===== config.mk =====
export PLATFORM = sky130hd
export DESIGN_NAME = btn_event_arbiter
export DESIGN_NICKNAME = d
export VERILOG_FILES = /design/src/rtl/btn_event_arbiter.sv
export SDC_FILE = /design/constraint.sdc
export NUM_CORES = 1
export LEC_CHECK = 0
export CAP_MARGIN = 20
export CORE_MARGIN = 3
export CORE_UTILIZATION = 35
export CTS_CLUSTER_SIZE = 16
export DETAILED_ROUTE_END_ITERATION = 10
export HOLD_SLACK_MARGIN = 0.08
export PLACE_DENSITY = 0.52
export SKIP_CTS_REPAIR_TIMING = 1
export SYNTH_ARGS = -nofsm -noshare
export SYNTH_HDL_FRONTEND = slang
export SYNTH_SLANG_ARGS = --single-unit

===== constraint.sdc =====
create_clock -name clk -period 2 [get_ports clk]
set_clock_uncertainty 0.05 [all_clocks]
set_input_delay 0.3 -clock clk [delete_from_list [all_inputs] [get_ports clk]]
set_output_delay 0.3 -clock clk [all_outputs]
set_load 0.02 [all_outputs]

===== src/rtl/btn_event_arbiter.sv =====
// Button event arbiter: classifies each debounced press as SHORT or LONG,
// keeps one pending event per button and serializes the pending events onto
// a single output port using round-robin arbitration.
//
// Handshake: evt_valid/evt_id/evt_long form a registered output. An event
// transfers on a rising edge where evt_valid=1 and evt_ready=1. While
// evt_valid=1 and evt_ready=0 the id and type are held constant. The output
// register may reload on the same edge as a transfer, so sustained
// throughput is one event per cycle.
module btn_event_arbiter #(
  parameter int N_BTN      = 4,
  parameter int LONG_TICKS = 3000,
  parameter int ID_W       = $clog2(N_BTN)
) (
  input  logic               clk,
  input  logic               reset,
  input  logic [N_BTN-1:0]   btn_lvl,
  output logic               evt_valid,
  input  logic               evt_ready,
  output logic [ID_W-1:0]    evt_id,
  output logic               evt_long,
  output logic               evt_ovf,
  output logic [2*N_BTN-1:0] dbg_state
);

  localparam int CNT_W = $clog2(LONG_TICKS + 1);

  typedef enum logic [1:0] {
    S_IDLE    = 2'd0,
    S_HELD    = 2'd1,
    S_LATCHED = 2'd2
  } state_t;

  // Per-button state
  state_t             r_state [N_BTN];
  logic [CNT_W-1:0]   r_cnt   [N_BTN];
  logic [N_BTN-1:0]   r_prev;
  logic [N_BTN-1:0]   r_pend;
  logic [N_BTN-1:0]   r_type;

  // Output register and arbitration pointer
  logic               r_evt_valid;
  logic [ID_W-1:0]    r_evt_id;
  logic               r_evt_long;
  logic               r_evt_ovf;
  logic [ID_W-1:0]    r_rr_ptr;

  // Next-state / combinational results
  state_t             w_state_nxt [N_BTN];
  logic [CNT_W-1:0]   w_cnt_nxt   [N_BTN];
  logic [N_BTN-1:0]   w_raise;
  logic [N_BTN-1:0]   w_raise_long;

  logic               w_free;
  logic               w_grant_vld;
  logic [ID_W-1:0]    w_grant_idx;
  logic               w_load;
  logic [2*N_BTN-1:0] w_dbl;
  logic [N_BTN-1:0]   w_rot;
  logic [ID_W:0]      w_sum;

  logic [N_BTN-1:0]   w_clr;
  logic [N_BTN-1:0]   w_pend_nxt;
  logic [N_BTN-1:0]   w_type_nxt;
  logic               w_drop;

  // Per-button press classifier: next state, hold counter and event raise
  always_comb begin
    for (int i = 0; i < N_BTN; i++) begin
      w_state_nxt[i]  = r_state[i];
      w_cnt_nxt[i]    = r_cnt[i];
      w_raise[i]      = 1'b0;
      w_raise_long[i] = 1'b0;
      case (r_state[i])
        S_IDLE: begin
          // Only a fresh rising edge starts a press; a button held through
          // reset sees prev=1 and is ignored until released.
          if (btn_lvl[i] && !r_prev[i]) begin
            w_state_nxt[i] = S_HELD;
            w_cnt_nxt[i]   = CNT_W'(1);
          end
        end
        S_HELD: begin
          if (btn_lvl[i]) begin
            if (r_cnt[i] == CNT_W'(LONG_TICKS - 1)) begin
              w_raise[i]      = 1'b1;
              w_raise_long[i] = 1'b1;
              w_state_nxt[i]  = S_LATCHED;
            end else begin
              w_cnt_nxt[i] = r_cnt[i] + CNT_W'(1);
            end
          end else begin
            w_raise[i]     = 1'b1;
            w_state_nxt[i] = S_IDLE;
          end
        end
        S_LATCHED: begin
          // Release after a LONG press is silent
          if (!btn_lvl[i]) begin
            w_state_nxt[i] = S_IDLE;
          end
        end
        default: begin
          w_state_nxt[i] = S_IDLE;
        end
      endcase
    end
  end

  // Round-robin grant: first pending slot at or after r_rr_ptr
  always_comb begin
    w_free      = !r_evt_valid || evt_ready;
    w_dbl       = {r_pend, r_pend} >> r_rr_ptr;
    w_rot       = w_dbl[N_BTN-1:0];
    w_grant_vld = 1'b0;
    w_grant_idx = '0;
    w_sum       = '0;
    for (int k = 0; k < N_BTN; k++) begin
      if (!w_grant_vld && w_rot[k]) begin
        w_grant_vld = 1'b1;
        w_sum       = {1'b0, r_rr_ptr} + (ID_W + 1)'(k);
        if (w_sum >= (ID_W + 1)'(N_BTN)) begin
          w_sum = w_sum - (ID_W + 1)'(N_BTN);
        end
        w_grant_idx = w_sum[ID_W-1:0];
      end
    end
    w_load = w_free && w_grant_vld;
  end

  // Pending slot update: a granted slot frees up on the same edge, so a new
  // event arriving then is kept rather than counted as an overflow.
  always_comb begin
    w_drop = 1'b0;
    for (int i = 0; i < N_BTN; i++) begin
      w_clr[i]      = w_load && (w_grant_idx == ID_W'(i));
      w_pend_nxt[i] = r_pend[i] && !w_clr[i];
      w_type_nxt[i] = r_type[i];
      if (w_raise[i]) begin
        if (!r_pend[i] || w_clr[i]) begin
          w_pend_nxt[i] = 1'b1;
          w_type_nxt[i] = w_raise_long[i];
        end else begin
          w_drop = 1'b1;
        end
      end
    end
  end

  // Per-button state registers
  always_ff @(posedge clk or negedge reset) begin
    if (!reset) begin
      for (int i = 0; i < N_BTN; i++) begin
        r_state[i] <= S_IDLE;
        r_cnt[i]   <= '0;
      end
      r_prev <= '1;
      r_pend <= '0;
      r_type <= '0;
    end else begin
      for (int i = 0; i < N_BTN; i++) begin
        r_state[i] <= w_state_nxt[i];
        r_cnt[i]   <= w_cnt_nxt[i];
      end
      r_prev <= btn_lvl;
      r_pend <= w_pend_nxt;
      r_type <= w_type_nxt;
    end
  end

  // Output register, round-robin pointer and sticky overflow flag
  always_ff @(posedge clk or negedge reset) begin
    if (!reset) begin
      r_evt_valid <= 1'b0;
      r_evt_id    <= '0;
      r_evt_long  <= 1'b0;
      r_evt_ovf   <= 1'b0;
      r_rr_ptr    <= '0;
    end else begin
      if (w_drop) begin
        r_evt_ovf <= 1'b1;
      end
      if (w_free) begin
        if (w_grant_vld) begin
          r_evt_valid <= 1'b1;
          r_evt_id    <= w_grant_idx;
          r_evt_long  <= r_type[w_grant_idx];
          r_rr_ptr    <= (w_grant_idx == ID_W'(N_BTN - 1)) ? '0
                                                           : w_grant_idx + ID_W'(1);
        end else begin
          r_evt_valid <= 1'b0;
        end
      end
    end
  end

  // Debug view of every button FSM, two bits per button
  always_comb begin
    for (int i = 0; i < N_BTN; i++) begin
      dbg_state[2*i +: 2] = r_state[i];
    end
  end

  assign evt_valid = r_evt_valid;
  assign evt_id    = r_evt_id;
  assign evt_long  = r_evt_long;
  assign evt_ovf   = r_evt_ovf;

endmodule

* Word level (Yosys, flattened, before mapping)
Index checks and enable logic that the tools add are counted.
Widths: inputs -> output; s select.
** Storage, ports and cells
- Register bits after elaboration :: 75
- Bits of input ports :: 7
- Output and inout bits :: 13
- Logic and storage cells :: 219
** Cells by class
- Add/subtract/negate cells :: 12
- Magnitude comparators :: 5
- Equality and inequality tests :: 35
- Shift-type cells :: 1
- Muxes and demuxes :: 88
- Reductions and logical operators :: 59
** Operators with widths (number)
- $mux 12 :: 12
- $pmux 12 s2 :: 4
- $mux 2 :: 25
- $add 12x1->12 const B :: 4
- $eq 12x12->1 const B :: 4
- $mux 1 :: 42
- $ne 2x2->1 const B :: 16
- $pmux 2 s3 :: 4
- $logic_and 1x1->1 :: 16
- $logic_not 1->1 :: 16
- $reduce_and 4->1 :: 4
- $eq 2x2->1 const B :: 6
- $ne 3x3->1 const B :: 4
- $reduce_and 3->1 :: 4
- $eq 2x1->1 const B :: 5
- $logic_not 2->1 :: 5
- $reduce_and 2->1 :: 5
- $ge 3x3->1 const B :: 3
- $reduce_bool 2->1 :: 4
- $shr 8x2->4 :: 1
- $sub 2x1->2 const B :: 4
- $add 2x2->3 const B :: 2
- $logic_or 1x1->1 :: 5
- $add 2x1->3 const B :: 1
- 4 further kinds :: 4

* Depth between registers and ports, before layout
Gate-level depths: netlist (run 1).
- Depth after elaboration :: 22
- Depth in mapped cells :: 10
- Depth with buffers taken out :: 10

* Worst setup path after synthesis (run 1)
OpenSTA, ideal clock, no wires.
- Path type :: register to register
- From :: register r_rr_ptr[1]
- To :: register r_evt_ovf (netlist: evt_ovf)
- Setup time :: 0.137 ns
- Arrival time :: 1.758 ns
- Required time :: 1.813 ns
- Setup slack :: 0.055 ns
- Cell stages (with the launch flop) :: 10
- Buffers on the path :: 0
- Period minus slack after synthesis :: 1.945 ns
- Path through :: dfrtp_1 > mux2i_1 > o22ai_1 > nor2_1 > ha_1 > inv_1 > o21ai_0 > nor2_1 > a211oi_1 > o211ai_1
** Between the ends
- Longest elaborated chain between the ends :: 22
- Elaborated cells between the ends (all ways) :: 51
- Classes of those cells :: add/sub: 7; order compare: 4; eq/ne: 3; shift: 1; mux: 20; reduce/logical: 16
** Ends and longest elaborated chain
- start: declaration :: RTL line 46 : logic [ID_W-1:0] r_rr_ptr;
- start signal: assignment :: RTL line 188 : r_rr_ptr <= (w_grant_idx == ID_W'(N_BTN - 1)) ? '0
- branches (longest 10 deep; another with $add 2x1->3)
- $mux 2 (*) :: RTL line 119 : if (!w_grant_vld && w_rot[k]) begin
- via w_grant_idx[0] :: RTL line 56 : logic [ID_W-1:0] w_grant_idx;
- $logic_not 2->1 :: RTL line 136 : w_clr[i] = w_load && (w_grant_idx == ID_W'(i));
- $logic_and 1x1->1 :: RTL line 136
- $logic_or 1x1->1 :: RTL line 140 : if (!r_pend[i] || w_clr[i]) begin
- $mux 1 :: RTL line 140
- $mux 1 :: RTL line 139 : if (w_raise[i]) begin
- $mux 1 :: RTL line 140
- $mux 1 :: RTL line 139
- $mux 1 :: RTL line 140
- $mux 1 :: RTL line 139
- $mux 1 :: RTL line 140
- $mux 1 (*) :: RTL line 139
- end signal: assignment :: RTL line 177 : r_evt_ovf <= 1'b0;
- end signal: assignment :: RTL line 181 : r_evt_ovf <= 1'b1;
- end: declaration :: RTL line 45 : logic r_evt_ovf;
Mark *: on every way through the listed nets, which the timed path passes.
A chain may end at the register's enable or synchronous reset.

* Final worst setup path (run 1)
Same ends and word-level chain as after synthesis.

==> summary.txt, run 1 <==
Run status
  • Run status: finished, final reports clean

Critical path
  • CP cell instances: nand2b_1, a21oi_2, nor2_2, inv_1, ha_1, inv_1, o21ai_1, a211oi_2, a211oi_2, o211ai_1
  • Max incr delay on CP: 0.42 ns
  • Worst-path fanout max: 4
  • Setup crit end kind: register
  • Critical Path RT: approximately 2.2 ns
  • Worst setup path category: register to register
  • Setup crit start kind: register
  • CP max stage cell: dfrtp_1
  • Worst EP arrival: 2.10 ns

Clock tree
  • Clock slew at reported path FFs: 0.08 ns
  • CTS tree: done
  • Root buffer cell: clkbuf_8
  • Clock sinks: 75
  • Skew-Pair Late Insertion Delay: 0.35 ns
  • CTS HTree Levels: 3
  • Maximum root-to-sink buffer count: 2
  • Clock buffer count from CTS: 9

Global routing
  • Busiest metal layer after global routing: met2
  • Met2 GRT Util: a little under a quarter
  • Largest net degree at the start of global routing: 34
  • Initial antenna violation count: 0
  • Gr ovfl total: 0
  • Number of global-route vias before repair: between 2k and 3k
  • GRT met1 Usage: between 10% and 20%
  • GR met3 Demand/Resource: 4.99%
  • First-pass GRT wire length: 14,000 µm
  • Overall Global Routing Usage: 14.9%

Routing
  • Total wire length: 8030 µm
  • Iteration-0 DRC Markers: 83
  • Final ANT Viol Nets: 0
  • WL/cell: 13.5 µm
  • Vias: 2,938
  • DRC: 0
  • Vias per cell: between 4 and 5
  • DR pass1 iterations: 4

Floorplanning
  • Die W: roughly 110 µm
  • Row count: 37
  • Starting Density: 36.2%
  • Core area: 10,400 µm²
  • Die footprint: approximately 12,000 µm²
  • Die H: approximately 110 µm
  • Boundary Pins: 20

Hold path
  • Hold WC Path Type: input pin to asynchronous set/reset pin

Layout
  • Most common cell after layout, fill and taps aside: dfrtp_1
  • Finished Layout Cells: between 500 and 600
  • Layout cells sized above 1: 14.8%
  • Ant. Diodes: 0
  • Area of the multi-input gates: 1860 µm²
  • Register area: between 1500 and 2000 µm²
  • Area Overhead vs Synth: 22.3%
  • Commonest non-fill, non-tap cells in the layout: 70 x dfrtp_1, 51 x nand2_1, 46 x nor2_1, 33 x buf_4
  • Layout net count: 469
  • Fill count: 1,029

Timing
  • Slew HR: 70.5%
  • Final min period: 1.92 ns
  • Fin worst setup slack: 0.0821 ns
  • Fin Hold WS: 0.371 ns
  • Unrepaired setup endpoints after global routing: true
  • Final count of negative-setup-slack endpoints: 0
  • Worst slew pin tran: about 0.44 ns
  • Final period util: ~96%
  • FMAX: 521 MHz
  • Slew Limit Fails: 0
  • Fin. Hold Viols: 0
  • Setup TNS: 0 ns

Synthesis
  • #FFs+latches synth: 75
  • Synth Net Count: 410
  • Syn_area_per_cell: 9.55 µm²
  • Share of the yosys chip area belonging to registers: 49.9%
  • Cells after synthesis: a little under 400
  • Synth top area share: 47.1%
  • Synthesized cell area: ~3800 µm²
  • Synth area leader: dfrtp_1
  • Yosys warnings: 0
  • Library cells used by synthesis: 45
  • Async SR Flop Fraction: 100%
  • Ys flop type: dfrtp_1
  • Post-synth EDFFs: 0
  • Top cells by area, synth: dfrtp_1 47%, nand2_1 5.1%, nor2_1 4.7%

Pwr
  • Lkg Pwr: between 0.002 and 0.0025 µW
  • Power per cell area: roughly 920 nW/µm²
  • Peak VDD IR: 0.512 mV
  • Power consumption: around 4300 µW

Place
  • Placed Cells: 577
  • Setup WS pre-CTS: -0.158 ns
  • IO Port Bufs: 19
  • Final HPWL DP: 5800 µm
  • Routability cong.: 0.791

Job
  • Maxcap violations: 0
[cell type report]
class,count,share of cell area [%]
Sequential cell,75,40.8
Multi-Input combinational cell,299,40.3
Timing Repair Buffer,53,9.92
Clock buffer,15,3.82
Tap cell,136,3.69
Inverter,16,1.30
Clock inverter,1,0.163
[Yosys cell counts (all sizes together) (2+ instances only)]
cell    instances
nand4          15
and4            5
xnor2          14
nor2           47
nand3b          2
nor3           11
o22a            4
xor2           18
inv            16
a22o            3
nor4            5
nand2b         11
a211oi          4
or2             3
nor4b           4
or4             2
nand2          51
nor2b          10
nand3          12
ha              8
a21oi          10
and2            9
o211ai          4
mux2i           4
dfstp           4
clkbuf          4
o21ai          16
or3             4
nor3b           4
and3            9
dfrtp          71
[critical path: cells and delay by family, from the launching register on]
| family | cells | cell delay [ns] |
|---|---|---|
| AO/OA/AOI/OAI | 5 | 0.83 |
| flip-flops | 1 | 0.42 |
| AND/OR/NAND/NOR | 2 | 0.25 |
| adder cells (fa/ha/maj) | 1 | 0.15 |
| buffers and inverters | 2 | 0.12 |
[sequential cells by signal, indices dropped and copies added (netlist names), 2 cells and up]
name / count
r_cnt: 48
r_prev: 4
evt_id: 2
r_rr_ptr: 2
dbg_state: 8
r_pend: 4
r_type: 4
[report_power, final]
part           internal (µW)  total (µW)  switching (µW)
registers               1700        1910             210
clock network            555        1110             551
logic                    597        1230             635
total                   2860        4250            1400
[path summary, 6_finish.rpt]
path / startpoint / to / slack [ns] / depth (start not counted)
max: r_rr_ptr[1] / evt_ovf / 0.08 / 10
min: reset / r_cnt[7] / 0.37 / 2
max reg2reg: r_rr_ptr[1] / evt_ovf / 0.08 / 10
min reg2reg: evt_id[0] / evt_id[0] / 0.43 / 2
max in group asynchronous: reset / r_prev[2] / 0.94 / 3
min in group clk: evt_id[0] / evt_id[0] / 0.43 / 2
[routing by layer]
layer | up-vias | part of all wire (%) | routed length (µm)
li1 | 1488 | - | -
met1 | 1410 | 49 | 3930
met2 | 36 | 47 | 3760
met3 | 4 | 3.4 | 270
met4 | 0 | 0.81 | 65
met5 | - | 0 | 0
[cell families after synthesis]
family,count (synthesis),share of synthesized area [%]
xor+xnor,32,7.43
mux,5,1.36
compound gates,46,7.79
fa+ha+maj,8,2.65
flops,75,49.9
buf+inv,21,2.12
simple gates,208,28.8
[metrics by stage]
stage | area (µm²) | utilization, %
CTS | 4550 | 43.7
floorplan | 3770 | -
detailed placement | 4360 | 41.9
global route | 4620 | 44.3
global placement | 4360 | 41.9
finish | 4620 | 44.3
Power figures use the tool's default switching activity.
==> inputs of run 2 (changes only) <==
--- a/config.mk
+++ b/config.mk
@@ -7,11 +7,11 @@
 export LEC_CHECK = 0
 export CAP_MARGIN = 20
 export CORE_MARGIN = 3
-export CORE_UTILIZATION = 35
+export CORE_UTILIZATION = 54
 export CTS_CLUSTER_SIZE = 16
 export DETAILED_ROUTE_END_ITERATION = 10
 export HOLD_SLACK_MARGIN = 0.08
-export PLACE_DENSITY = 0.52
+export PLACE_DENSITY = 0.76
 export SKIP_CTS_REPAIR_TIMING = 1
 export SYNTH_ARGS = -nofsm -noshare
 export SYNTH_HDL_FRONTEND = slang
==> run 2 against run 1 <==
- sequential share of layout area barely moved
- non-clock buffer count fell by 3
- cell count fell by 7.7%
- register-to-register slack got worse by 0.03 ns
- hold slack improved by 0.020 ns
- sequential cell count did not move
- global-route usage rose by 5.3 points
- design area barely moved
- routed wire length fell by 8.1%
- die area fell by 33%
- critical path type unchanged
- highest routed layer unchanged
==> summary.txt, run 2 (same netlist as run 1, synthesis figures left out) <==
Critical path
  • Critical Path RT: 2.18 ns
  • Worst-path fanout max: 4
  • CP startpoint: r_rr_ptr[1]
  • CP cell instances: mux2i_1, o22ai_2, nor2_4, buf_4, buf_4, mux2_2, a221o_1
  • CP max stage cell: dfrtp_1
  • Crit-path most repeated cell: buf_4
  • Setup crit start kind: register
  • Setup crit end kind: register
  • Worst setup path category: register to register
  • Worst EP arrival: between 2 and 2.5 ns
  • Reg-to-Reg Start: r_rr_ptr[1]
  • Max incr delay on CP: 0.42 ns

Floorplanning
  • Starting Density: between 50% and 60%
  • Boundary Pins: 20
  • Row count: 29
  • Core area: 6570 µm²
  • Die W: 89.6 µm
  • Die footprint: approximately 8000 µm²
  • Die H: 89.6 µm

Timing
  • Slew HR: a little under 70%
  • Unrepaired setup endpoints after global routing: true
  • Fin. Hold Viols: 0
  • Fin worst setup slack: 0.0495 ns
  • Worst slew pin tran: approximately 0.48 ns
  • FMAX: 513 MHz
  • Final min period: around 2 ns
  • Setup TNS: 0 ns
  • Final count of negative-setup-slack endpoints: 0
  • Final period util: 97.5%
  • Slew Limit Fails: 0

Layout
  • Max reg flops: 48
  • Post-layout util: 70.3%
  • Fin area: 4620 µm²
  • Commonest non-fill, non-tap cells in the layout: 68 x dfrtp_1, 49 x nand2_1, 46 x nor2_1, 30 x buf_4
  • Finished Layout Cells: between 500 and 600
  • Area Overhead vs Synth: 22.4%
  • Ant. Diodes: 0
  • Layout cells sized above 1: between 15 and 20%
  • Layout net count: approximately 470
  • Largest Register: r_cnt
  • Most common cell after layout, fill and taps aside: dfrtp_1

Pwr
  • Sequential power share: 41.6%
  • Int Pwr: between 3000 and 4000 µW
  • Gate power share: 28.2%
  • Power per cell area: 1010 nW/µm²
  • Clock power share: a little under a third
  • Peak VDD IR: 0.570 mV
  • Lkg Pwr: a little over 0.002 µW
  • Sw frac: 30.8%
  • Psw: 1440 µW

Clock tree
  • Clock buffer count from CTS: 9
  • Clock slew at reported path FFs: 0.07 ns
  • CTS tree: done
  • Maximum root-to-sink buffer count: 2
  • CTS HTree Levels: 3
  • Skew-Pair Late Insertion Delay: 0.35 ns
  • Root buffer cell: clkbuf_8
  • Clock sinks: 75

Routing
  • WL/cell: 13.4 µm
  • Vias per cell: between 5 and 6
  • Iteration-0 DRC Markers: around 140
  • Vias: approximately 3k
  • DRC: 0
  • DR pass1 iterations: 6
  • Total wire length: between 7000 and 8000 µm
  • Final ANT Viol Nets: 0

Hold path
  • Hold WC Path Type: input pin to asynchronous set/reset pin

Job
  • Maxcap violations: 0

Global routing
  • Gr ovfl total: 0
  • Largest net degree at the start of global routing: between 40 and 50
  • Overall Global Routing Usage: about a fifth
  • Number of global-route vias before repair: ~2.9k
  • Initial antenna violation count: 0
  • First-pass GRT wire length: 12,600 µm

Run status
  • Run status: finished, final reports clean

Place
  • Setup WS pre-CTS: -0.117 ns
  • Routability cong.: 0.879
  • Placed Cells: 530
  • Post-DP Area: roughly 4300 µm²
  • IO Port Bufs: 19
  • Final HPWL DP: 5180 µm
run 2: worst paths after layout:
check / to / slack [ns] / cells past startpoint
worst min-delay path: r_cnt[5] / 0.39 / 2
worst max register to register: evt_long / 0.05 / 7
max in group asynchronous: r_prev[1] / 0.88 / 3
worst max-delay path: evt_long / 0.05 / 7
worst min register to register: evt_id[0] / 0.43 / 2
min in group clk: evt_id[0] / 0.43 / 2
run 2: worst max-delay path, delay by kind of cell, from the launching register on:
kind,cells,cell delay [ns]
flip-flops,1,0.42
multiplexers,2,0.57
AO/OA/AOI/OAI,2,0.41
buffers and inverters,2,0.22
AND/OR/NAND/NOR,1,0.17
run 2: area by class of cell:
cell class	count	area (µm²)
fill	523	1950
sequential	75	1890
multi-input combinational	299	1880
timing repair buffer	50	435
clock buffer	12	145
tap	93	116
clock inverter	4	97.6
inverter	16	60.1
run 2: metrics by stage:
| step | power (µW) | hold WS [ns] |
|---|---|---|
| 5_1_grt | 4940 | 0.428 |
| 3_5_place_dp | 3030 | 0.232 |
| 2_1_floorplan | 2510 | -0.0456 |
| 4_1_cts | 4440 | -0.142 |
| 3_3_place_gp | 2980 | 0.232 |
| 6_report | 4660 | 0.391 |
run 2: layer usage:
| layer | global-route usage (%) | vias up | wire [µm] |
|---|---|---|---|
| li1 | - | 1485 | - |
| met1 | 25.5 | 1429 | 3430 |
| met2 | 33.2 | 33 | 3640 |
| met3 | 5.57 | 11 | 198 |
| met4 | 6.90 | 0 | 104 |
| met5 | 0 | - | 0 |
run 2: power by group through the flow:
stage,combinational [µW],sequential [µW],clock [µW]
4_1_cts,1100,1900,1440
6_report,1320,1940,1410
2_1_floorplan,597,1910,0
3_5_place_dp,1100,1930,0
5_1_grt,1470,1970,1510
3_3_place_gp,1060,1920,0
==> inputs of run 3 (changes only) <==
--- a/config.mk
+++ b/config.mk
@@ -10,8 +10,9 @@
 export CORE_UTILIZATION = 54
 export CTS_CLUSTER_SIZE = 16
 export DETAILED_ROUTE_END_ITERATION = 10
-export HOLD_SLACK_MARGIN = 0.08
+export HOLD_SLACK_MARGIN = 0.06
 export PLACE_DENSITY = 0.76
+export RECOVER_POWER = 50
 export SKIP_CTS_REPAIR_TIMING = 1
 export SYNTH_ARGS = -nofsm -noshare
 export SYNTH_HDL_FRONTEND = slang
==> constraint.sdc (replaced) <==
create_clock -name clk -period 2 [get_ports clk]
set_clock_uncertainty 0.05 [all_clocks]
set_input_delay 0.3 -clock clk [delete_from_list [all_inputs] [get_ports clk]]
set_output_delay 0.3 -clock clk [all_outputs]
set_load 0.01 [all_outputs]
==> run 3 against run 2 <==
- die area stayed put
- utilization is 0.19 points higher
- power is 1.1% higher
- critical path type unchanged
==> summary.txt, run 3 (same netlist as run 1, synthesis figures left out) <==
Routing
  • Iteration-0 DRC Markers: 168
  • Final ANT Viol Nets: 0
  • Vias per cell: 5.43
  • Total wire length: 7620 µm
  • Vias: 2,992
  • DR pass1 iterations: 4
  • DRC: 0
  • WL/cell: 13.8 µm

Timing
  • Final min period: 1.94 ns
  • FMAX: 517 MHz
  • Final count of negative-setup-slack endpoints: 0
  • Final period util: about 97%
  • Slew HR: 39.9%
  • Slew Limit Fails: 0
  • Fin. Hold Viols: 0
  • Worst slew pin tran: about 0.90 ns
  • Fin worst setup slack: 0.0643 ns

Critical path
  • Bufs and invs on worst path: 2
  • Crit-path most repeated cell: buf_4
  • R2r endpoint: evt_long
  • Reg-to-Reg Start: r_rr_ptr[1]
  • Setup crit end kind: register
  • Critical Path RT: 2.18 ns
  • Worst EP arrival: 2.12 ns
  • CP top delay family: multiplexers
  • Worst setup path category: register to register
  • Max incr delay on CP: 0.41 ns
  • Worst R2R Setup Slack: 0.06 ns
  • Worst-path fanout max: 4
  • R2R depth: 7
  • Setup crit start kind: register
  • CP cell instances: mux2i_1, o22ai_1, nor2_2, buf_4, buf_4, mux2_2, a221o_1
  • CP max stage cell: dfrtp_1

Global routing
  • Number of global-route vias before repair: 2,834
  • Initial antenna violation count: 0
  • GRT met1 Usage: 27.8%
  • Busiest metal layer after global routing: met2
  • Gr ovfl total: 0
  • Met2 GRT Util: 32.8%
  • Overall Global Routing Usage: 20.6%
  • Largest net degree at the start of global routing: 42
  • GR met3 Demand/Resource: 3.65%
  • First-pass GRT wire length: 12,800 µm

Hold path
  • Hold Startpoint: r_type[1]
  • Hold WC Path Type: register to register
  • Worst Hold Endpoint: r_type[1]
  • WHS Path Cells: 1

Clock tree
  • Root buffer cell: clkbuf_8
  • Skew-Pair Late Insertion Delay: 0.34 ns
  • Clock sinks: 75
  • CTS tree: done
  • Clock buffer count from CTS: 9
  • Maximum root-to-sink buffer count: 2
  • CTS HTree Levels: 3
  • Clock slew at reported path FFs: 0.08 ns

Floorplanning
  • Row count: 29
  • Core area: between 6000 and 7000 µm²
  • Boundary Pins: 20
  • Die footprint: 8030 µm²
  • Die H: 89.6 µm
  • Die W: 89.6 µm
  • Starting Density: 57.5%

Job
  • Maxcap violations: 0

Layout
  • Most common cell after layout, fill and taps aside: dfrtp_1
  • Fill count: 511
  • Largest Register: r_cnt
  • Layout net count: 468
  • Layout cells sized above 1: roughly 16%
  • Ant. Diodes: 0
  • Max reg flops: 48
  • Area Overhead vs Synth: 22.7%
  • Commonest non-fill, non-tap cells in the layout: 68 x dfrtp_1, 49 x nand2_1, 46 x nor2_1, 28 x buf_4
  • Finished Layout Cells: 551

Place
  • Routability cong.: between 0.8 and 0.9
  • IO Port Bufs: 19
  • Setup WS pre-CTS: -0.135 ns
  • Placed Cells: around 530
  • Final HPWL DP: roughly 5200 µm

Run status
  • Run status: finished, final reports clean

Pwr
  • Power per cell area: a little over 1000 nW/µm²
  • Peak VDD IR: 0.604 mV
  • Lkg Pwr: 0.00209 µW
## run 3: cell count changes in the layout (fill, tap and decap cells not counted), moves of 2 or more
cell / before / now
clkbuf_8: 10 / 12
buf_4: 30 / 28
o21ai_2: 1 / 3
o21ai_1: 3 / 1
## run 3: per-stage QoR
step	util (%)	hold slack (ns)	area (µm²)	TNS (ns)	power, µW
final	70.5	0.438	4630	0	4720
after global routing	70.5	0.468	4630	-0.0215	5010
after global placement	65.3	0.233	4290	0	2960
after detailed placement	65.3	0.232	4290	-0.629	3010
after floorplan	-	-0.0456	3770	0	2490
after CTS	69.3	-0.143	4550	-0.579	4500
## run 3: per-layer routing
layer	up-vias	share of wire [%]
met1	1458	48
met5	-	0
met2	43	48
met3	8	2.8
li1	1483	-
met4	0	1.1
## run 3: final cells by class
class / count / area [µm²] / area share, %
timing repair buffer: 52 / 437 / 9.43
inverter: 16 / 60.1 / 1.30
sequential: 75 / 1890 / 40.7
clock inverter: 4 / 95.1 / 2.05
multi-input combinational: 299 / 1870 / 40.4
clock buffer: 12 / 165 / 3.57
tap: 93 / 116 / 2.51
## run 3: how the worst max path moves through the flow
| stage | cells after the start | endpoint | slack [ns] | start |
|---|---|---|---|---|
| 2_1_floorplan | 9 | evt_ovf | 0.05 | r_rr_ptr[1] |
| 3_3_place_gp | 9 | evt_ovf | 0.005 | r_pend[0] |
| 3_5_place_dp | 10 | r_type[1] | -0.13 | r_pend[0] |
| 4_1_cts | 10 | r_type[1] | -0.19 | r_pend[0] |
| 5_1_grt | 9 | evt_ovf | -0.02 | r_rr_ptr[1] |
| 6_report | 7 | evt_long | 0.06 | r_rr_ptr[1] |
## run 3: power breakdown
| group | switching, µW | internal [µW] | leakage (µW) |
|---|---|---|---|
| registers | 230 | 1710 | 0.000977 |
| logic | 647 | 647 | 0.000980 |
| clock network | 553 | 930 | 0.000133 |
